===== src/rtl/dcache_pass_queue_if.sv =====
// AXI3 read and write master buses for the uncached dcache pass queue.
// Single-beat traffic only; ID fields are 4 bits wide.
interface axi3_rd_bus #(parameter int DATA_WIDTH = 32);
  logic [3:0]            arid;
  logic [31:0]           araddr;
  logic [3:0]            arlen;
  logic [2:0]            arsize;
  logic [1:0]            arburst;
  logic [1:0]            arlock;
  logic [3:0]            arcache;
  logic [2:0]            arprot;
  logic                  arvalid;
  logic                  arready;
  logic [3:0]            rid;
  logic [DATA_WIDTH-1:0] rdata;
  logic [1:0]            rresp;
  logic                  rlast;
  logic                  rvalid;
  logic                  rready;

  modport master (
    output arid, araddr, arlen, arsize, arburst, arlock, arcache, arprot, arvalid,
    input  arready,
    input  rid, rdata, rresp, rlast, rvalid,
    output rready
  );
endinterface

interface axi3_wr_bus #(parameter int DATA_WIDTH = 32);
  logic [3:0]              awid;
  logic [31:0]             awaddr;
  logic [3:0]              awlen;
  logic [2:0]              awsize;
  logic [1:0]              awburst;
  logic [1:0]              awlock;
  logic [3:0]              awcache;
  logic [2:0]              awprot;
  logic                    awvalid;
  logic                    awready;
  logic [3:0]              wid;
  logic [DATA_WIDTH-1:0]   wdata;
  logic [DATA_WIDTH/8-1:0] wstrb;
  logic                    wlast;
  logic                    wvalid;
  logic                    wready;
  logic [3:0]              bid;
  logic [1:0]              bresp;
  logic                    bvalid;
  logic                    bready;

  modport master (
    output awid, awaddr, awlen, awsize, awburst, awlock, awcache, awprot, awvalid,
    input  awready,
    output wid, wdata, wstrb, wlast, wvalid,
    input  wready,
    input  bid, bresp, bvalid,
    output bready
  );
endinterface


===== src/rtl/dcache_pass_queue.sv =====
// In-order uncached load/store queue draining to AXI3 as single-beat transactions,
// with posted stores and a load response FIFO.
//
// state  | meaning
// R_IDLE | no load in flight; stores at the head may issue
// R_AR   | load address presented, waiting for arready
// R_WAIT | load accepted, waiting for the read data beat
module dcache_pass_queue #(
  parameter int DATA_WIDTH         = 32,
  parameter int ARID               = 2,
  parameter int AWID               = 2,
  parameter int DATA_DEPTH         = 8,
  parameter int RESP_DEPTH         = 4,
  parameter int MAX_WR_OUTSTANDING = 4,
  localparam int BE_W    = DATA_WIDTH / 8,
  localparam int OFS_W   = $clog2(BE_W),
  localparam int LABEL_W = 32 - OFS_W,
  localparam int LINE_W  = 1 + BE_W + LABEL_W + DATA_WIDTH
) (
  input  logic              clk,
  input  logic              rst,
  input  logic [LINE_W-1:0] pline,
  input  logic              push,
  output logic              full,
  output logic [LINE_W-1:0] rline,
  output logic              rvalid,
  input  logic              rpop,
  output logic              idle,
  output logic              err,
  axi3_rd_bus.master        axi3_rd_if,
  axi3_wr_bus.master        axi3_wr_if
);

  localparam int QP_W = $clog2(DATA_DEPTH);
  localparam int RP_W = (RESP_DEPTH > 1) ? $clog2(RESP_DEPTH) : 1;
  localparam logic [QP_W:0] Q_FULL   = (QP_W + 1)'(DATA_DEPTH);
  localparam logic [RP_W:0] R_FULL   = (RP_W + 1)'(RESP_DEPTH);
  localparam logic [3:0]    WR_MAX   = 4'(MAX_WR_OUTSTANDING);
  localparam logic [RP_W-1:0] R_LAST = RP_W'(RESP_DEPTH - 1);

  typedef enum logic [1:0] {R_IDLE, R_AR, R_WAIT} r_state_t;

  logic [LINE_W-1:0] q_mem [DATA_DEPTH];
  logic [QP_W-1:0]   q_rd, q_wr;
  logic [QP_W:0]     q_cnt;
  logic              q_push, q_pop, q_nonempty;

  logic [LINE_W-1:0] r_mem [RESP_DEPTH];
  logic [RP_W-1:0]   r_rd, r_wr;
  logic [RP_W:0]     r_cnt;
  logic              resp_wr, resp_rd;

  logic [LINE_W-1:0]     head;
  logic                  head_ld;
  logic [BE_W-1:0]       head_wbe;
  logic [LABEL_W-1:0]    head_label;
  logic [DATA_WIDTH-1:0] head_data;
  logic [31:0]           head_addr;

  r_state_t           r_state;
  logic               arvalid_q, rready_q, bready_q;
  logic [BE_W-1:0]    ld_wbe;
  logic [LABEL_W-1:0] ld_label;
  logic               ld_start, ld_pop, r_hs;

  logic [3:0] wr_out;
  logic       aw_done, w_done;
  logic       st_issue, aw_hs, w_hs, st_pop, b_hs;

  function automatic logic [RP_W-1:0] r_next(input logic [RP_W-1:0] p);
    return (p == R_LAST) ? '0 : p + 1'b1;
  endfunction

  assign head       = q_mem[q_rd];
  assign head_ld    = head[LINE_W-1];
  assign head_wbe   = head[LINE_W-2 -: BE_W];
  assign head_label = head[DATA_WIDTH +: LABEL_W];
  assign head_data  = head[DATA_WIDTH-1:0];
  assign head_addr  = 32'(head_label) << OFS_W;

  assign q_nonempty = (q_cnt != '0);
  assign full       = (q_cnt == Q_FULL);
  assign q_push     = push && !full;

  // A store may only start while no load owns the bus; once half-issued, neither
  // condition can change until it completes, so valids stay asserted.
  assign st_issue = q_nonempty && !head_ld && (wr_out < WR_MAX) && (r_state == R_IDLE);
  assign aw_hs    = st_issue && !aw_done && axi3_wr_if.awready;
  assign w_hs     = st_issue && !w_done && axi3_wr_if.wready;
  assign st_pop   = st_issue && (aw_done || aw_hs) && (w_done || w_hs);
  assign b_hs     = axi3_wr_if.bvalid && bready_q;

  assign ld_start = (r_state == R_IDLE) && q_nonempty && head_ld && (wr_out == '0) &&
                    !aw_done && !w_done && (r_cnt < R_FULL);
  assign ld_pop   = arvalid_q && axi3_rd_if.arready;
  assign r_hs     = rready_q && axi3_rd_if.rvalid;
  assign resp_wr  = r_hs && axi3_rd_if.rlast;
  assign resp_rd  = rpop && rvalid;

  assign q_pop = st_pop || ld_pop;

  assign rvalid = (r_cnt != '0);
  assign rline  = rvalid ? r_mem[r_rd] : '0;
  assign idle   = !q_nonempty && (r_state == R_IDLE) && (wr_out == '0);

  assign axi3_rd_if.arid    = 4'(ARID);
  assign axi3_rd_if.araddr  = head_addr;
  assign axi3_rd_if.arlen   = 4'd0;
  assign axi3_rd_if.arsize  = 3'(OFS_W);
  assign axi3_rd_if.arburst = 2'b01;
  assign axi3_rd_if.arlock  = 2'b00;
  assign axi3_rd_if.arcache = 4'd0;
  assign axi3_rd_if.arprot  = 3'd0;
  assign axi3_rd_if.arvalid = arvalid_q;
  assign axi3_rd_if.rready  = rready_q;

  assign axi3_wr_if.awid    = 4'(AWID);
  assign axi3_wr_if.awaddr  = head_addr;
  assign axi3_wr_if.awlen   = 4'd0;
  assign axi3_wr_if.awsize  = 3'(OFS_W);
  assign axi3_wr_if.awburst = 2'b01;
  assign axi3_wr_if.awlock  = 2'b00;
  assign axi3_wr_if.awcache = 4'd0;
  assign axi3_wr_if.awprot  = 3'd0;
  assign axi3_wr_if.awvalid = st_issue && !aw_done;
  assign axi3_wr_if.wid     = 4'(AWID);
  assign axi3_wr_if.wdata   = head_data;
  assign axi3_wr_if.wstrb   = head_wbe;
  assign axi3_wr_if.wlast   = 1'b1;
  assign axi3_wr_if.wvalid  = st_issue && !w_done;
  assign axi3_wr_if.bready  = bready_q;

  always_ff @(posedge clk) begin
    if (q_push) q_mem[q_wr] <= pline;
    if (resp_wr) r_mem[r_wr] <= {1'b1, ld_wbe, ld_label, axi3_rd_if.rdata};
  end

  always_ff @(posedge clk) begin
    if (rst) begin
      q_rd      <= '0;
      q_wr      <= '0;
      q_cnt     <= '0;
      r_rd      <= '0;
      r_wr      <= '0;
      r_cnt     <= '0;
      wr_out    <= '0;
      aw_done   <= 1'b0;
      w_done    <= 1'b0;
      bready_q  <= 1'b0;
      r_state   <= R_IDLE;
      arvalid_q <= 1'b0;
      rready_q  <= 1'b0;
      ld_wbe    <= '0;
      ld_label  <= '0;
      err       <= 1'b0;
    end else begin
      bready_q <= 1'b1;

      if (q_push) q_wr <= q_wr + 1'b1;
      if (q_pop) q_rd <= q_rd + 1'b1;
      if (q_push && !q_pop) q_cnt <= q_cnt + 1'b1;
      else if (!q_push && q_pop) q_cnt <= q_cnt - 1'b1;

      if (resp_wr) r_wr <= r_next(r_wr);
      if (resp_rd) r_rd <= r_next(r_rd);
      if (resp_wr && !resp_rd) r_cnt <= r_cnt + 1'b1;
      else if (!resp_wr && resp_rd) r_cnt <= r_cnt - 1'b1;

      if (st_pop) begin
        aw_done <= 1'b0;
        w_done  <= 1'b0;
      end else begin
        if (aw_hs) aw_done <= 1'b1;
        if (w_hs) w_done <= 1'b1;
      end

      if (st_pop && !b_hs) wr_out <= wr_out + 1'b1;
      else if (!st_pop && b_hs) wr_out <= wr_out - 1'b1;

      if ((b_hs && (axi3_wr_if.bresp != 2'b00 || axi3_wr_if.bid != 4'(AWID))) ||
          (r_hs && axi3_rd_if.rresp != 2'b00))
        err <= 1'b1;

      case (r_state)
        R_IDLE: begin
          if (ld_start) begin
            r_state   <= R_AR;
            arvalid_q <= 1'b1;
          end
        end
        R_AR: begin
          if (axi3_rd_if.arready) begin
            r_state   <= R_WAIT;
            arvalid_q <= 1'b0;
            rready_q  <= 1'b1;
            ld_wbe    <= head_wbe;
            ld_label  <= head_label;
          end
        end
        R_WAIT: begin
          if (resp_wr) begin
            r_state  <= R_IDLE;
            rready_q <= 1'b0;
          end
        end
        default: begin
          r_state   <= R_IDLE;
          arvalid_q <= 1'b0;
          rready_q  <= 1'b0;
        end
      endcase
    end
  end

endmodule

===== src/flat_wrapper.sv =====
// flat-port wrapper written by rule: the top's interface ports become plain ports
module dcache_pass_queue_flat 
#(
  parameter int DATA_WIDTH         = 32,
  parameter int ARID               = 2,
  parameter int AWID               = 2,
  parameter int DATA_DEPTH         = 8,
  parameter int RESP_DEPTH         = 4,
  parameter int MAX_WR_OUTSTANDING = 4,
  localparam int BE_W    = DATA_WIDTH / 8,
  localparam int OFS_W   = $clog2(BE_W),
  localparam int LABEL_W = 32 - OFS_W,
  localparam int LINE_W  = 1 + BE_W + LABEL_W + DATA_WIDTH
)
  (clk, rst, pline, push, full, rline, rvalid, rpop, idle, err, axi3_rd_if_arid, axi3_rd_if_araddr, axi3_rd_if_arlen, axi3_rd_if_arsize, axi3_rd_if_arburst, axi3_rd_if_arlock, axi3_rd_if_arcache, axi3_rd_if_arprot, axi3_rd_if_arvalid, axi3_rd_if_arready, axi3_rd_if_rid, axi3_rd_if_rdata, axi3_rd_if_rresp, axi3_rd_if_rlast, axi3_rd_if_rvalid, axi3_rd_if_rready, axi3_wr_if_awid, axi3_wr_if_awaddr, axi3_wr_if_awlen, axi3_wr_if_awsize, axi3_wr_if_awburst, axi3_wr_if_awlock, axi3_wr_if_awcache, axi3_wr_if_awprot, axi3_wr_if_awvalid, axi3_wr_if_awready, axi3_wr_if_wid, axi3_wr_if_wdata, axi3_wr_if_wstrb, axi3_wr_if_wlast, axi3_wr_if_wvalid, axi3_wr_if_wready, axi3_wr_if_bid, axi3_wr_if_bresp, axi3_wr_if_bvalid, axi3_wr_if_bready);
  axi3_rd_bus #(.DATA_WIDTH(DATA_WIDTH)) axi3_rd_if_i ();
  axi3_wr_bus #(.DATA_WIDTH(DATA_WIDTH)) axi3_wr_if_i ();
  input  logic clk;
  input  logic rst;
  input  logic [LINE_W-1:0] pline;
  input  logic push;
  output logic full;
  output logic [LINE_W-1:0] rline;
  output logic rvalid;
  input  logic rpop;
  output logic idle;
  output logic err;
  output wire logic [$bits(axi3_rd_if_i.arid)-1:0] axi3_rd_if_arid;
  output wire logic [$bits(axi3_rd_if_i.araddr)-1:0] axi3_rd_if_araddr;
  output wire logic [$bits(axi3_rd_if_i.arlen)-1:0] axi3_rd_if_arlen;
  output wire logic [$bits(axi3_rd_if_i.arsize)-1:0] axi3_rd_if_arsize;
  output wire logic [$bits(axi3_rd_if_i.arburst)-1:0] axi3_rd_if_arburst;
  output wire logic [$bits(axi3_rd_if_i.arlock)-1:0] axi3_rd_if_arlock;
  output wire logic [$bits(axi3_rd_if_i.arcache)-1:0] axi3_rd_if_arcache;
  output wire logic [$bits(axi3_rd_if_i.arprot)-1:0] axi3_rd_if_arprot;
  output wire logic [$bits(axi3_rd_if_i.arvalid)-1:0] axi3_rd_if_arvalid;
  input wire logic [$bits(axi3_rd_if_i.arready)-1:0] axi3_rd_if_arready;
  input wire logic [$bits(axi3_rd_if_i.rid)-1:0] axi3_rd_if_rid;
  input wire logic [$bits(axi3_rd_if_i.rdata)-1:0] axi3_rd_if_rdata;
  input wire logic [$bits(axi3_rd_if_i.rresp)-1:0] axi3_rd_if_rresp;
  input wire logic [$bits(axi3_rd_if_i.rlast)-1:0] axi3_rd_if_rlast;
  input wire logic [$bits(axi3_rd_if_i.rvalid)-1:0] axi3_rd_if_rvalid;
  output wire logic [$bits(axi3_rd_if_i.rready)-1:0] axi3_rd_if_rready;
  output wire logic [$bits(axi3_wr_if_i.awid)-1:0] axi3_wr_if_awid;
  output wire logic [$bits(axi3_wr_if_i.awaddr)-1:0] axi3_wr_if_awaddr;
  output wire logic [$bits(axi3_wr_if_i.awlen)-1:0] axi3_wr_if_awlen;
  output wire logic [$bits(axi3_wr_if_i.awsize)-1:0] axi3_wr_if_awsize;
  output wire logic [$bits(axi3_wr_if_i.awburst)-1:0] axi3_wr_if_awburst;
  output wire logic [$bits(axi3_wr_if_i.awlock)-1:0] axi3_wr_if_awlock;
  output wire logic [$bits(axi3_wr_if_i.awcache)-1:0] axi3_wr_if_awcache;
  output wire logic [$bits(axi3_wr_if_i.awprot)-1:0] axi3_wr_if_awprot;
  output wire logic [$bits(axi3_wr_if_i.awvalid)-1:0] axi3_wr_if_awvalid;
  input wire logic [$bits(axi3_wr_if_i.awready)-1:0] axi3_wr_if_awready;
  output wire logic [$bits(axi3_wr_if_i.wid)-1:0] axi3_wr_if_wid;
  output wire logic [$bits(axi3_wr_if_i.wdata)-1:0] axi3_wr_if_wdata;
  output wire logic [$bits(axi3_wr_if_i.wstrb)-1:0] axi3_wr_if_wstrb;
  output wire logic [$bits(axi3_wr_if_i.wlast)-1:0] axi3_wr_if_wlast;
  output wire logic [$bits(axi3_wr_if_i.wvalid)-1:0] axi3_wr_if_wvalid;
  input wire logic [$bits(axi3_wr_if_i.wready)-1:0] axi3_wr_if_wready;
  input wire logic [$bits(axi3_wr_if_i.bid)-1:0] axi3_wr_if_bid;
  input wire logic [$bits(axi3_wr_if_i.bresp)-1:0] axi3_wr_if_bresp;
  input wire logic [$bits(axi3_wr_if_i.bvalid)-1:0] axi3_wr_if_bvalid;
  output wire logic [$bits(axi3_wr_if_i.bready)-1:0] axi3_wr_if_bready;
  assign axi3_rd_if_arid = axi3_rd_if_i.arid;
  assign axi3_rd_if_araddr = axi3_rd_if_i.araddr;
  assign axi3_rd_if_arlen = axi3_rd_if_i.arlen;
  assign axi3_rd_if_arsize = axi3_rd_if_i.arsize;
  assign axi3_rd_if_arburst = axi3_rd_if_i.arburst;
  assign axi3_rd_if_arlock = axi3_rd_if_i.arlock;
  assign axi3_rd_if_arcache = axi3_rd_if_i.arcache;
  assign axi3_rd_if_arprot = axi3_rd_if_i.arprot;
  assign axi3_rd_if_arvalid = axi3_rd_if_i.arvalid;
  assign axi3_rd_if_i.arready = axi3_rd_if_arready;
  assign axi3_rd_if_i.rid = axi3_rd_if_rid;
  assign axi3_rd_if_i.rdata = axi3_rd_if_rdata;
  assign axi3_rd_if_i.rresp = axi3_rd_if_rresp;
  assign axi3_rd_if_i.rlast = axi3_rd_if_rlast;
  assign axi3_rd_if_i.rvalid = axi3_rd_if_rvalid;
  assign axi3_rd_if_rready = axi3_rd_if_i.rready;
  assign axi3_wr_if_awid = axi3_wr_if_i.awid;
  assign axi3_wr_if_awaddr = axi3_wr_if_i.awaddr;
  assign axi3_wr_if_awlen = axi3_wr_if_i.awlen;
  assign axi3_wr_if_awsize = axi3_wr_if_i.awsize;
  assign axi3_wr_if_awburst = axi3_wr_if_i.awburst;
  assign axi3_wr_if_awlock = axi3_wr_if_i.awlock;
  assign axi3_wr_if_awcache = axi3_wr_if_i.awcache;
  assign axi3_wr_if_awprot = axi3_wr_if_i.awprot;
  assign axi3_wr_if_awvalid = axi3_wr_if_i.awvalid;
  assign axi3_wr_if_i.awready = axi3_wr_if_awready;
  assign axi3_wr_if_wid = axi3_wr_if_i.wid;
  assign axi3_wr_if_wdata = axi3_wr_if_i.wdata;
  assign axi3_wr_if_wstrb = axi3_wr_if_i.wstrb;
  assign axi3_wr_if_wlast = axi3_wr_if_i.wlast;
  assign axi3_wr_if_wvalid = axi3_wr_if_i.wvalid;
  assign axi3_wr_if_i.wready = axi3_wr_if_wready;
  assign axi3_wr_if_i.bid = axi3_wr_if_bid;
  assign axi3_wr_if_i.bresp = axi3_wr_if_bresp;
  assign axi3_wr_if_i.bvalid = axi3_wr_if_bvalid;
  assign axi3_wr_if_bready = axi3_wr_if_i.bready;
  dcache_pass_queue #(.DATA_WIDTH(DATA_WIDTH), .ARID(ARID), .AWID(AWID), .DATA_DEPTH(DATA_DEPTH), .RESP_DEPTH(RESP_DEPTH), .MAX_WR_OUTSTANDING(MAX_WR_OUTSTANDING)) u_core (.clk(clk), .rst(rst), .pline(pline), .push(push), .full(full), .rline(rline), .rvalid(rvalid), .rpop(rpop), .idle(idle), .err(err), .axi3_rd_if(axi3_rd_if_i), .axi3_wr_if(axi3_wr_if_i));
endmodule

===== config.mk =====
export PLATFORM = sky130hd
export DESIGN_NAME = dcache_pass_queue_flat
export DESIGN_NICKNAME = d
export VERILOG_FILES = /design/src/rtl/dcache_pass_queue_if.sv /design/src/rtl/dcache_pass_queue.sv /design/src/flat_wrapper.sv
export SDC_FILE = /design/constraint.sdc
export NUM_CORES = 1
export LEC_CHECK = 0
export BUFFER_PORTS_ARGS = -buffer_cell sky130_fd_sc_hd__buf_2
export CAP_MARGIN = 0
export CORE_MARGIN = 4
export CORE_UTILIZATION = 52
export CTS_CLUSTER_DIAMETER = 100
export DETAILED_ROUTE_END_ITERATION = 6
export GPL_TIMING_DRIVEN = 0
export PLACE_DENSITY = 0.78
export SYNTH_ARGS = -nofsm -noshare
export SYNTH_HDL_FRONTEND = slang
export SYNTH_SLANG_ARGS = --single-unit
export TNS_END_PERCENT = 50

===== constraint.sdc =====
create_clock -name clk -period 7.45 [get_ports clk]
set_input_delay 0.745 -clock clk [delete_from_list [all_inputs] [get_ports clk]]
set_output_delay 0.745 -clock clk [all_outputs]
set_load 0.02 [all_outputs]

==> results.toml <==
[yosys]
synth_common_cells = "edfxtp_1, mux4_2, buf_4"
yosysTopAreaCell = "edfxtp_1"
yosysSeqAreaShare_pct = 75.85
synth-async-reset-ratio_pct = 0
synthFlopType = "edfxtp_1"
synthTopCellsByArea = "edfxtp_1, mux4_2, dfxtp_1, mux2_2, buf_4"
synth_edf_count = 800
yosys_warnings = 0
synth_area_um2 = 33470
synth.avg_cell_area_um2 = 21.20
ys_types = 39
syn_inst = 1579
post-synth-top-count-cell = "edfxtp_1"
yosysTopAreaCellShare_pct = 71.78
synth-seq-cells = 868

[routing]
via_per_inst = 5.463
final_antenna_net_count = 0
num_vias = 16190
drc_errors = 0
wl_um = 70670
wl_per_cell_um = 23.85
drtPass1Iterations = 5
drt_iter0_drc = 1269

[clocking]
cts_tree = "built"
htreeDepth = 3
clkTransAtPathRegs_ns = 0.06
cts_inserted_buffers = 87
hold_buffers = 0
clock_path_buffers = 3
cts_resized = 0
root_buffer = "clkbuf_16"
clock_latency_ns = 0.64
cts.sink_count = 868
cts_setup_buffers = 0

[floorplanning]
start_util_pct = 52.77
design.core.area_um2 = 63430
design.die.area_um2 = 68480
die_h_um = 261.7
rows = 92
die_w_um = 261.7
num_io_pins = 346

[layout]
final_nets = 2178
syn2layout_area_growth_pct = 18.49
stdcell_count = 2963
fin_area_um2 = 39660
drive_gt1_share_pct = 40.06

[timing]
period_share_pct = 56.40
fin_tns_setup_ns = 0
fin_skew_ns = 0.01630
max_freq_mhz = 238.0
fin_crit_ns = 4.202
worst_pin_slew_ns = 0.8885
finalSetupViolCount = 0
rsz0062_at_grt = "false"
relSlewSlack_pct = 40.55
layout_setup_ws_ns = 3.248
hold_viol = 0
finalMaxSlewViolations = 0

[critical_path]
reg2reg_slack_ns = 4.22
endpoint = "axi3_wr_if_wdata[23]"
arrival_ns = 3.46
crit_type = "reg -> out"
r2r_cells = 13
cp_max_fo = 10
startpoint_type = "flop"
timing.rr.end = "u_core.q_cnt[3]"
cp_data_required_time_ns = 6.70
worst_setup_path_end_kind = "output port"

[placement]
portBuffers = 287
dpl.hpwl_um = 46340
dp.cells = 2797
dp_slack_ns = 3.874
dpl_cell_area_um2 = 36780
place_congestion = 0.7629

[run_status]
status = "completed"

[run]
maxCapViolations = 0

[pwr]
p_per_area_nw_per_um2 = 339.3
leakage_nw = 13.56
ir_drop_uv = 316.2
p_total_mw = 13.45

[global_route]
antenna_found_initial = 17
grt_pass1_wl_um = 104900
grt_pass1_vias = 16820
grt_start_max_net_pins = 35
grt_use_total_pct = 20.68
grt_remaining_overflow = 0

[hold_path]
hold_class = "in -> reg"
how the worst min path moves through the flow:
stage	depth (start not counted)	end	startpoint	slack, ns
detailed placement	1	u_core.err	u_core.err	0.47
CTS	1	u_core.r_mem[1][13]	axi3_rd_if_rdata[13]	0.29
floorplan	2	flop	u_core.r_rd[1]	0.45
global route	1	u_core.r_mem[0][10]	axi3_rd_if_rdata[10]	0.31
finish	1	u_core.r_mem[1][13]	axi3_rd_if_rdata[13]	0.33
global placement	2	u_core.axi3_rd_if.arvalid	u_core.axi3_rd_if.arvalid	0.46
sequential cells by signal, summed over array words and instances, names as in the netlist, 2 cells and up, named ones only:
name	cells
u_core.wr_out	4
u_core.r_wr	2
u_core.r_rd	2
u_core.q_rd	3
u_core.r_mem	264
u_core.r_cnt	3
u_core.q_wr	3
u_core.q_cnt	4
u_core.q_mem	536
u_core.ld_label	30
u_core.r_state	2
u_core.ld_wbe	4
cell type report:
type,instances,area [um^2]
multi-input combinational,600,7356
antenna,5,12.51
fill,4401,23770
inverter,7,26.28
buffer,155,958.4
timing repair buffer,321,1999
clock inverter,53,543.0
clock buffer,108,2317
tap,846,1059
sequential,868,25380
worst max-delay path, stage by stage (launching register included):
cell,delay (ns)
dfxtp_1,0.31
buf_2,0.22
buf_2,0.36
buf_2,0.33
buf_1,0.69
mux4_2,0.42
mux2_2,0.31
buf_2,0.17
power breakdown:
part	switching, mW	leakage, nW	internal [mW]
clock	1.78	1.40	2.53
sequential	0.115	7.87	5.59
combinational	1.94	4.29	1.49
total	3.84	13.6	9.62
per-layer routing:
metal	part of all wire, %	global-route usage (%)
met1	40	27.12
met4	1.9	4.657
met5	0.18	0
met2	51	35.10
met3	7.5	5.743
cell usage in the layout, fill, tap and decap left out, drive strengths merged, types with 4 or more instances in the layout:
| cell type | instances |
|---|---|
| o21ai | 5 |
| mux4 | 200 |
| bufinv | 9 |
| inv | 10 |
| nor2 | 72 |
| clkinvlp | 4 |
| or3 | 4 |
| nand2 | 11 |
| a21oi | 21 |
| clkinv | 37 |
| nor3 | 8 |
| ha | 14 |
| dfxtp | 68 |
| buf | 440 |
| mux2 | 67 |
| clkbuf | 144 |
| conb | 53 |
| and2 | 71 |
| nand2b | 4 |
| diode | 5 |
| mux2i | 39 |
| edfxtp | 800 |
| xnor2 | 5 |
| xor2 | 5 |
logic make-up after synthesis:
kind of cell	Yosys count	synth area share [%]
AO/OA/AOI/OAI	33	0.5982
XOR/XNOR	10	0.2617
adder cells (fa/ha/maj)	17	0.7028
buffers and inverters	162	2.942
flip-flops	868	75.85
multiplexers	306	16.88
other	2	0.02244
AND/OR/NAND/NOR	181	2.748
per-stage QoR:
stage	hold slack (ns)	utilization [%]
floorplan	0.4541	-
global placement	0.4607	57.00
detailed placement	0.4746	57.99
CTS	0.2944	62.50
global route	0.3149	62.51
finish	0.3320	62.52
(Power assumes the default switching activity.)
